===== src/rtl/rf_pkg.sv =====
// Shared definitions for the register-file read stage: operand-select encodings,
// the x0 index and the default control-bundle width.
package rf_pkg;

    localparam int unsigned CTRLW_DEF = 40;
    localparam int unsigned X0_IDX    = 0;

    // Operand A: encoding 3 is unused by Decode and also selects zero
    typedef enum logic [1:0] {
        SRCA_RS1  = 2'd0,
        SRCA_PC   = 2'd1,
        SRCA_ZERO = 2'd2
    } srca_sel_e;

    typedef enum logic [1:0] {
        SRCB_RS2  = 2'd0,
        SRCB_IMM  = 2'd1,
        SRCB_ONE  = 2'd2,
        SRCB_ZERO = 2'd3
    } srcb_sel_e;

endpackage


===== src/rtl/rf_read_stage_if.sv =====
// Decode -> RF stage -> Execute signal bundle, including the writeback port and flush.
// slave: the stage itself; master: the surrounding pipeline.
interface rf_read_stage_if #(
    parameter int WIDTH = 32,
    parameter int NREG  = 32,
    parameter int CTRLW = rf_pkg::CTRLW_DEF
);
    localparam int AW = $clog2(NREG);

    logic             flush;
    logic             in_valid;
    logic             in_ready;
    logic [AW-1:0]    in_rs1;
    logic [AW-1:0]    in_rs2;
    logic [AW-1:0]    in_rd;
    logic [WIDTH-1:0] in_pc;
    logic [WIDTH-1:0] in_imm;
    logic [1:0]       in_srca_sel;
    logic [1:0]       in_srcb_sel;
    logic [CTRLW-1:0] in_ctrl;

    logic             wb_en;
    logic [AW-1:0]    wb_addr;
    logic [WIDTH-1:0] wb_data;

    logic             out_valid;
    logic             out_ready;
    logic [AW-1:0]    out_rd;
    logic [WIDTH-1:0] out_alua;
    logic [WIDTH-1:0] out_alub;
    logic [WIDTH-1:0] out_reg2data;
    logic [WIDTH-1:0] out_pc;
    logic [CTRLW-1:0] out_ctrl;

    modport slave (
        input  flush, in_valid, in_rs1, in_rs2, in_rd, in_pc, in_imm,
               in_srca_sel, in_srcb_sel, in_ctrl,
               wb_en, wb_addr, wb_data, out_ready,
        output in_ready, out_valid, out_rd, out_alua, out_alub,
               out_reg2data, out_pc, out_ctrl
    );

    modport master (
        output flush, in_valid, in_rs1, in_rs2, in_rd, in_pc, in_imm,
               in_srca_sel, in_srcb_sel, in_ctrl,
               wb_en, wb_addr, wb_data, out_ready,
        input  in_ready, out_valid, out_rd, out_alua, out_alub,
               out_reg2data, out_pc, out_ctrl
    );

endinterface


===== src/rtl/rf_array.sv =====
// NREG x WIDTH architectural register array: one write port, two combinational
// read ports, x0 hardwired to zero. Define OCHIBA_RF_BYPASS_EN for write-through reads.
module rf_array
    import rf_pkg::*;
#(
    parameter int WIDTH = 32,
    parameter int NREG  = 32,
    localparam int AW   = $clog2(NREG)
) (
    input  logic             clk,
    input  logic             rst,
    input  logic             wen,
    input  logic [AW-1:0]    waddr,
    input  logic [WIDTH-1:0] wdata,
    input  logic [AW-1:0]    raddr1,
    input  logic [AW-1:0]    raddr2,
    output logic [WIDTH-1:0] rdata1,
    output logic [WIDTH-1:0] rdata2
);

    logic [WIDTH-1:0] mem [NREG];
    logic             wr_ok;

    assign wr_ok = wen && (waddr != AW'(X0_IDX));

    always_ff @(posedge clk or posedge rst) begin
        if (rst) begin
            for (int unsigned i = 0; i < NREG; i++) begin
                mem[i] <= '0;
            end
        end else if (wr_ok) begin
            mem[waddr] <= wdata;
        end
    end

    function automatic logic [WIDTH-1:0] read_port(input logic [AW-1:0] ra);
        if (ra == AW'(X0_IDX)) begin
            return '0;
        end
`ifdef OCHIBA_RF_BYPASS_EN
        if (wr_ok && (waddr == ra)) begin
            return wdata;
        end
`endif
        return mem[ra];
    endfunction

    always_comb begin
        rdata1 = read_port(raddr1);
        rdata2 = read_port(raddr2);
    end

endmodule


===== src/rtl/rf_read_stage.sv =====
// RV32I register-file read stage: reads operands, selects ALU inputs and holds them
// in a one-entry valid/ready pipeline register with flush. Optional macro: OCHIBA_RF_BYPASS_EN.
module rf_read_stage
    import rf_pkg::*;
#(
    parameter int WIDTH = 32,
    parameter int NREG  = 32,
    parameter int CTRLW = CTRLW_DEF
) (
    input logic            clk,
    input logic            RFREGclear,
    rf_read_stage_if.slave bus
);

    localparam int AW = $clog2(NREG);

    logic [WIDTH-1:0] rs1_val;
    logic [WIDTH-1:0] rs2_val;
    logic [WIDTH-1:0] alua_d;
    logic [WIDTH-1:0] alub_d;
    logic             load;

    rf_array #(
        .WIDTH (WIDTH),
        .NREG  (NREG)
    ) u_array (
        .clk    (clk),
        .rst    (RFREGclear),
        .wen    (bus.wb_en),
        .waddr  (bus.wb_addr),
        .wdata  (bus.wb_data),
        .raddr1 (bus.in_rs1),
        .raddr2 (bus.in_rs2),
        .rdata1 (rs1_val),
        .rdata2 (rs2_val)
    );

    always_comb begin
        alua_d = '0;
        case (bus.in_srca_sel)
            SRCA_RS1: alua_d = rs1_val;
            SRCA_PC:  alua_d = bus.in_pc;
            default:  alua_d = '0;
        endcase
    end

    always_comb begin
        alub_d = '0;
        case (bus.in_srcb_sel)
            SRCB_RS2: alub_d = rs2_val;
            SRCB_IMM: alub_d = bus.in_imm;
            SRCB_ONE: alub_d = WIDTH'(1);
            default:  alub_d = '0;
        endcase
    end

    assign bus.in_ready = ~bus.out_valid | bus.out_ready;
    assign load         = bus.in_valid & bus.in_ready;

    // Flush wins over a simultaneous load; idle-but-ready cycles drop valid and keep data
    always_ff @(posedge clk or posedge RFREGclear) begin
        if (RFREGclear) begin
            bus.out_valid    <= 1'b0;
            bus.out_rd       <= '0;
            bus.out_alua     <= '0;
            bus.out_alub     <= '0;
            bus.out_reg2data <= '0;
            bus.out_pc       <= '0;
            bus.out_ctrl     <= '0;
        end else if (bus.flush) begin
            bus.out_valid <= 1'b0;
            bus.out_ctrl  <= '0;
        end else if (load) begin
            bus.out_valid    <= 1'b1;
            bus.out_rd       <= bus.in_rd;
            bus.out_alua     <= alua_d;
            bus.out_alub     <= alub_d;
            bus.out_reg2data <= rs2_val;
            bus.out_pc       <= bus.in_pc;
            bus.out_ctrl     <= bus.in_ctrl;
        end else if (bus.in_ready) begin
            bus.out_valid <= 1'b0;
        end
    end

endmodule

===== src/flat_wrapper.sv =====
// flat-port wrapper written by rule: the top's interface ports become plain ports
module rf_read_stage_flat import rf_pkg::*;
#(
    parameter int WIDTH = 32,
    parameter int NREG  = 32,
    parameter int CTRLW = CTRLW_DEF
)
  (clk, RFREGclear, bus_flush, bus_in_valid, bus_in_rs1, bus_in_rs2, bus_in_rd, bus_in_pc, bus_in_imm, bus_in_srca_sel, bus_in_srcb_sel, bus_in_ctrl, bus_wb_en, bus_wb_addr, bus_wb_data, bus_out_ready, bus_in_ready, bus_out_valid, bus_out_rd, bus_out_alua, bus_out_alub, bus_out_reg2data, bus_out_pc, bus_out_ctrl);
  rf_read_stage_if #(.WIDTH(WIDTH), .NREG(NREG), .CTRLW(CTRLW)) bus_i ();
  input logic clk;
  input logic RFREGclear;
  input wire logic [$bits(bus_i.flush)-1:0] bus_flush;
  input wire logic [$bits(bus_i.in_valid)-1:0] bus_in_valid;
  input wire logic [$bits(bus_i.in_rs1)-1:0] bus_in_rs1;
  input wire logic [$bits(bus_i.in_rs2)-1:0] bus_in_rs2;
  input wire logic [$bits(bus_i.in_rd)-1:0] bus_in_rd;
  input wire logic [$bits(bus_i.in_pc)-1:0] bus_in_pc;
  input wire logic [$bits(bus_i.in_imm)-1:0] bus_in_imm;
  input wire logic [$bits(bus_i.in_srca_sel)-1:0] bus_in_srca_sel;
  input wire logic [$bits(bus_i.in_srcb_sel)-1:0] bus_in_srcb_sel;
  input wire logic [$bits(bus_i.in_ctrl)-1:0] bus_in_ctrl;
  input wire logic [$bits(bus_i.wb_en)-1:0] bus_wb_en;
  input wire logic [$bits(bus_i.wb_addr)-1:0] bus_wb_addr;
  input wire logic [$bits(bus_i.wb_data)-1:0] bus_wb_data;
  input wire logic [$bits(bus_i.out_ready)-1:0] bus_out_ready;
  output wire logic [$bits(bus_i.in_ready)-1:0] bus_in_ready;
  output wire logic [$bits(bus_i.out_valid)-1:0] bus_out_valid;
  output wire logic [$bits(bus_i.out_rd)-1:0] bus_out_rd;
  output wire logic [$bits(bus_i.out_alua)-1:0] bus_out_alua;
  output wire logic [$bits(bus_i.out_alub)-1:0] bus_out_alub;
  output wire logic [$bits(bus_i.out_reg2data)-1:0] bus_out_reg2data;
  output wire logic [$bits(bus_i.out_pc)-1:0] bus_out_pc;
  output wire logic [$bits(bus_i.out_ctrl)-1:0] bus_out_ctrl;
  assign bus_i.flush = bus_flush;
  assign bus_i.in_valid = bus_in_valid;
  assign bus_i.in_rs1 = bus_in_rs1;
  assign bus_i.in_rs2 = bus_in_rs2;
  assign bus_i.in_rd = bus_in_rd;
  assign bus_i.in_pc = bus_in_pc;
  assign bus_i.in_imm = bus_in_imm;
  assign bus_i.in_srca_sel = bus_in_srca_sel;
  assign bus_i.in_srcb_sel = bus_in_srcb_sel;
  assign bus_i.in_ctrl = bus_in_ctrl;
  assign bus_i.wb_en = bus_wb_en;
  assign bus_i.wb_addr = bus_wb_addr;
  assign bus_i.wb_data = bus_wb_data;
  assign bus_i.out_ready = bus_out_ready;
  assign bus_in_ready = bus_i.in_ready;
  assign bus_out_valid = bus_i.out_valid;
  assign bus_out_rd = bus_i.out_rd;
  assign bus_out_alua = bus_i.out_alua;
  assign bus_out_alub = bus_i.out_alub;
  assign bus_out_reg2data = bus_i.out_reg2data;
  assign bus_out_pc = bus_i.out_pc;
  assign bus_out_ctrl = bus_i.out_ctrl;
  rf_read_stage #(.WIDTH(WIDTH), .NREG(NREG), .CTRLW(CTRLW)) u_core (.clk(clk), .RFREGclear(RFREGclear), .bus(bus_i));
endmodule

===== config.mk =====
export PLATFORM = sky130hd
export DESIGN_NAME = rf_read_stage_flat
export DESIGN_NICKNAME = d
export VERILOG_FILES = /design/src/rtl/rf_pkg.sv /design/src/rtl/rf_read_stage_if.sv /design/src/rtl/rf_array.sv /design/src/rtl/rf_read_stage.sv /design/src/flat_wrapper.sv
export SDC_FILE = /design/constraint.sdc
export NUM_CORES = 2
export LEC_CHECK = 0
export CORE_ASPECT_RATIO = 1.4
export CORE_MARGIN = 3
export CORE_UTILIZATION = 48
export CTS_CLUSTER_SIZE = 16
export DETAILED_ROUTE_END_ITERATION = 10
export GPL_TIMING_DRIVEN = 0
export PLACE_DENSITY_LB_ADDON = 0.3
export SETUP_SLACK_MARGIN = 0.05
export SYNTH_ARGS = -nofsm -noshare
export SYNTH_HDL_FRONTEND = slang
export SYNTH_SLANG_ARGS = --single-unit
export TNS_END_PERCENT = 30

===== constraint.sdc =====
create_clock -name clk -period 94 [get_ports clk]
set_input_delay 14.1 -clock clk [delete_from_list [all_inputs] [get_ports clk]]
set_output_delay 14.1 -clock clk [all_outputs]
set_load 0.02 [all_outputs]

* After elaboration in Yosys (flattened, before gate mapping)
Index checks and enable logic that the tools add are counted.
** Storage, ports and cells
- Register bits :: 1198
- Input bits :: 166
- Output and inout port bits :: 175
- Word-level logic and storage cells :: 85
** Cells by class
- Order comparisons :: 4
- Equal/unequal tests :: 3
- Muxes and demuxes :: 22
- Bitwise gates (word level) :: 7
- Reductions and logical operators :: 10
** Operators with widths (number)
- bitwise mux 1024 bit :: 1
- binary-select mux 32 bit (select 5 bit) :: 2
- 2-to-1 mux 32 bit :: 9
- demux 32 bit (select 5 bit) :: 1
- case mux 32 bit (3 select lines) :: 1
- 2-to-1 mux 40 bit :: 2
- case mux 32 bit (2 select lines) :: 1
- >= comparator 6 bit, second input constant :: 3
- inverter 5 -> 6 bit :: 3
- zero test 5 bit :: 2
- < comparator 6 x 1 -> 1 bit, second input constant :: 1
- 2-to-1 mux 1 bit :: 5
- nonzero test 5 bit :: 1
- equality test 2 x 1 -> 1 bit, second input constant :: 2
- zero test 2 bit :: 2
- nonzero test 3 bit :: 1
- equality test 2 bit, second input constant :: 1
- logical AND 1 bit :: 2
- inverter 1 bit :: 2
- AND reduction 2 bit :: 1
- nonzero test 2 bit :: 1
- bitwise AND 1 bit :: 1
- bitwise OR 1 bit :: 1

* Depth between registers and ports, before layout
- Word-level depth :: 6
- Gate-level depth with buffers :: 10
- Mapped depth without buffers :: 6

* Cells and area by module
Synthesis repeated with hierarchy kept, for this count alone.
** Second synthesis, totals
- Cell total of the unflattened synthesis :: 4160
- Area, all modules :: 62158.4 sq um
** By module, submodules not included
- rf_array :: instances 1, cells an instance 3617, area an instance 54795.1 sq um, sequential area each 25624.6 sq um
- rf_read_stage :: instances 1, cells an instance 543, area an instance 7363.3 sq um, sequential area each 4354.2 sq um

* Worst setup path before layout
No wires, ideal clock.
- Path type :: in2out
- From :: in bus_out_ready
- To :: out bus_in_ready
- Arrival :: 14.363 ns
- Data required time :: 79.900 ns
- Path slack :: 65.537 ns
- Stages :: 1
- Path buffers :: 0
- Cell sequence :: nand2b_1
** On the way
- Longest elaborated chain between the ends :: 1
** Ends and longest elaborated chain
- start: declaration :: line flat_wrapper.sv:25 : input wire logic [$bits(bus_i.out_ready)-1:0] bus_out_ready;
- bitwise OR 1 bit :: line rf_read_stage.sv:57 : assign bus.in_ready = ~bus.out_valid | bus.out_ready;
- end: declaration :: line flat_wrapper.sv:26 : output wire logic [$bits(bus_i.in_ready)-1:0] bus_in_ready;
No other way between the ends.

* Worst setup path after layout
Ends and elaborated chain as after synthesis.

==> run metrics <==
post-DP HPWL=about 170,000 um; worst hold endpoint=u_core.bus.out_pc[21]$_DFFE_PP0P_; Cell variety after synth=55; number of vias per cell=~6.7; Req. time, crit path=79,900 ps; Most used DFF post-synth=dfrtp_1; CTS tree=yes; Synthesis Warnings=0; Max Cap Violations=3; number of global-route vias before repair=between 40,000 and 50,000; final core utilization=0.5604; Seq cells post-synth=between 1,000 and 1,500; Worst-path clk slew=roughly 60 ps; period utilization=0.3137; Congestion Overflow GR=0; Hold-fix buffers, CTS=0; cell mode on critical path=clkdlybuf4s50_1; main area contributors after synthesis=dfrtp_1 (48%), mux2_2 (20%), mux4_2 (15%); Compound-Gate Fraction of Synth Area=0.05267; Final Non-Filler Cells=6,551; maximum buffer depth of the clock tree=3; CTS resizes=0; Global Route Usage Sum=0.3448; Simple-Gate Fraction of Synth Area=0.03339; Setup crit start kind=input port; vias after detailed routing=43,843; Highest Clock Rate=33.91 MHz; status=finished with violations; Worst R2R Start=u_core.bus.out_valid$_DFFE_PP0P_; die area=between 100,000 and 150,000 um2; multiplexer share of the synthesized area=0.3909; port buffer count=334; mapped cell area=61,830 um2; Syn Nets=4,498; share of the synthesized area in the top cell type=0.4848; share of cells above drive strength 1=0.3931; Final Setup Violations=0; initial antenna violation count=23; worst-margin pin slew=1593 ps; Max VDD drop=0.00001757 V; DRT Pass-1 Iters=5; Placed Cells=between 6,000 and 7,000; final WL=230,000 um; LEAKAGE=just over 30 nW; Slew Viols, Final=33; area of the core=around 130,000 um2; hold wc startpoint=u_core.bus.out_pc[21]$_DFFE_PP0P_; Clock Sink Count=1,198; CP max FO=5; root buffer cell=clkbuf_16; leading area contributor after synthesis=dfrtp_1; Synth-to-Final Area Change=15.64%; Post-synth EDFFs=0; DRT iter0 DRCs=4,862; RePlAce Congestion=between 0.9 and 1; Mapped Cells=4,332; die width=309.3 um; largest family of logic cells by synthesized area=multiplexers; Hold Crit Class=flip-flop to flip-flop; most common library cells after synthesis=dfrtp_1 (1,198), mux2_2 (1,125), mux4_2 (408), nand2_1 (258), clkbuf_1 (243); Worst Skew=34.15 ps; R2R depth=7; Max-slew headroom=-0.06194; hold path depth=2; crit path cell chain=clkdlybuf4s50_1, nand2b_1, clkdlybuf4s50_1; Period minus WS final=29,490 ps; Final TNS setup=0 ps; endpoint class of the critical path=primary output; RSZ-0062 raised after global routing=no; pwr dens=21.11 nW/um2; DRC Markers=0; Arrival @ worst endpoint=15,390 ps; Post-Synth XOR/XNOR Area=0; Net count, final=~5,000; Rows=155; setup bufs post-CTS=0; failing checks=max-capacitance violations, max-slew violations; Clk Latency, worst-skew pair=750 ps; Avg WL per Cell=35.11 um; most common cell in the netlist=dfrtp_1; Die H=430.7 um; Starting Density=0.4846; Hold Fails Final Rpt=0; H-tree depth=3; CTS buffer count=112; R2R Setup Slk=90,800 ps; sequential share of the synthesized area=0.4848; global-route wire length before repair=~330,000 um; Slowest Stage Delay on Critical Path=640 ps; slowest cell on the critical path=clkdlybuf4s50_1; Worst Setup Path Type=input port to primary output; RR Endpoint=u_core.bus.out_reg2data[14]$_DFFE_PP0P_; Post-DRT Antenna Nets=0; largest net degree at the start of global routing=approximately 130; asr flop ratio synth=1.000; I/O Pins=341; Mean Syn Cell Area=14.27 um2; adder-cell area share of the yosys netlist=0
[where the power goes]
group | internal (mW) | total [mW] | switching, mW
clock network | 0.281 | 0.492 | 0.211
logic | 0.183 | 0.338 | 0.154
registers | 0.609 | 0.680 | 0.0714
[how the worst max path moves through the flow]
stage / from / end / slack (ps)
4_1_cts: bus_out_ready / bus_in_ready / 64520
3_5_place_dp: bus_out_ready / bus_in_ready / 64510
3_3_place_gp: RFREGclear / u_core.u_array.mem[166]$_DFFE_PP0P_ / 32670
5_1_grt: bus_out_ready / bus_in_ready / 64460
2_1_floorplan: RFREGclear / u_core.bus.out_alua[0]$_DFFE_PP0P_ / 46150
6_report: bus_out_ready / bus_in_ready / 64510
[routing by layer]
| metal | wire [um] | vias up | GRT usage |
|---|---|---|---|
| li1 | - | 17414 | - |
| met1 | 81870 | 22909 | 0.4128 |
| met2 | 104000 | 2696 | 0.5272 |
| met3 | 21190 | 820 | 0.08313 |
| met4 | 22890 | 4 | 0.2863 |
| met5 | 23 | - | 0 |
[critical path, delay by kind of cell]
family / cells / cell delay, ps
buf+inv: 2 / 1080
simple gates: 1 / 200
[metrics by stage]
step                      power (mW)  hold WS (ps)  area, um2  setup WS [ps]
after floorplan               0.8948         438.5      61830          46150
after global placement         1.005         453.7      67240          32670
after detailed placement       1.016         461.2      67530          64510
after CTS                      1.503         476.6      71450          64520
after global routing           1.559         494.3      71460          64460
final                          1.510         473.5      71510          64510
[kinds of logic after synthesis]
| kind of cell | count (synthesis) |
|---|---|
| simple gates | 469 |
| compound gates | 455 |
| mux | 1735 |
| flops | 1198 |
| buf+inv | 475 |
[placed cells by master, fill, tap and decap left out, drive strengths merged, types with 2 or more instances in the layout]
| cell | Yosys | layout |
|---|---|---|
| inv | 2 | 2 |
| clkbuf | 249 | 416 |
| dfrtp | 1198 | 1198 |
| mux2 | 1125 | 1125 |
| nor2b | 47 | 47 |
| clkdlybuf4s50 | 0 | 334 |
| a2111oi | 14 | 14 |
| o221ai | 42 | 42 |
| dlygate4sd3 | 3 | 3 |
| or4 | 2 | 2 |
| o311ai | 22 | 22 |
| mux2i | 184 | 184 |
| nand2 | 258 | 258 |
| a32oi | 31 | 31 |
| o21ai | 96 | 96 |
| and3 | 11 | 11 |
| a22o | 40 | 40 |
| dlygate4sd1 | 3 | 3 |
| o22ai | 59 | 59 |
| o31ai | 2 | 2 |
| diode | 0 | 21 |
| a221o | 8 | 8 |
| a211oi | 43 | 43 |
| clkinv | 0 | 28 |
| nor2 | 67 | 67 |
| or2 | 3 | 3 |
| bufinv | 0 | 10 |
| nand2b | 3 | 3 |
| nand3 | 56 | 56 |
| a211o | 8 | 8 |
| a221oi | 16 | 16 |
| nor3 | 6 | 6 |
| nor3b | 4 | 4 |
| o21bai | 22 | 22 |
| mux4 | 426 | 426 |
| buf | 217 | 227 |
| a21oi | 50 | 50 |
| nand3b | 7 | 7 |
[registers in the layout, indices dropped and copies added (netlist names)]
register                 cells
u_core.bus.out_alua         32
u_core.u_array.mem        1024
u_core.bus.out_rd            5
u_core.bus.out_pc           32
u_core.bus.out_reg2data     32
u_core.bus.out_alub         32
u_core.bus.out_ctrl         40
u_core.bus.out_valid         1
[final cells by class]
class	count	area (um2)
multi-input cells	2659	29490
plain buffers	473	2361
repair buffers	344	3618
clock buffers	167	3457
well taps	1648	2062
diodes	21	52.55
flip-flops and latches	1198	29980
fillers	10341	56100
clock inverters	39	470.5
inverters	2	15.01
Note: power is estimated with default switching activity, not from simulation.
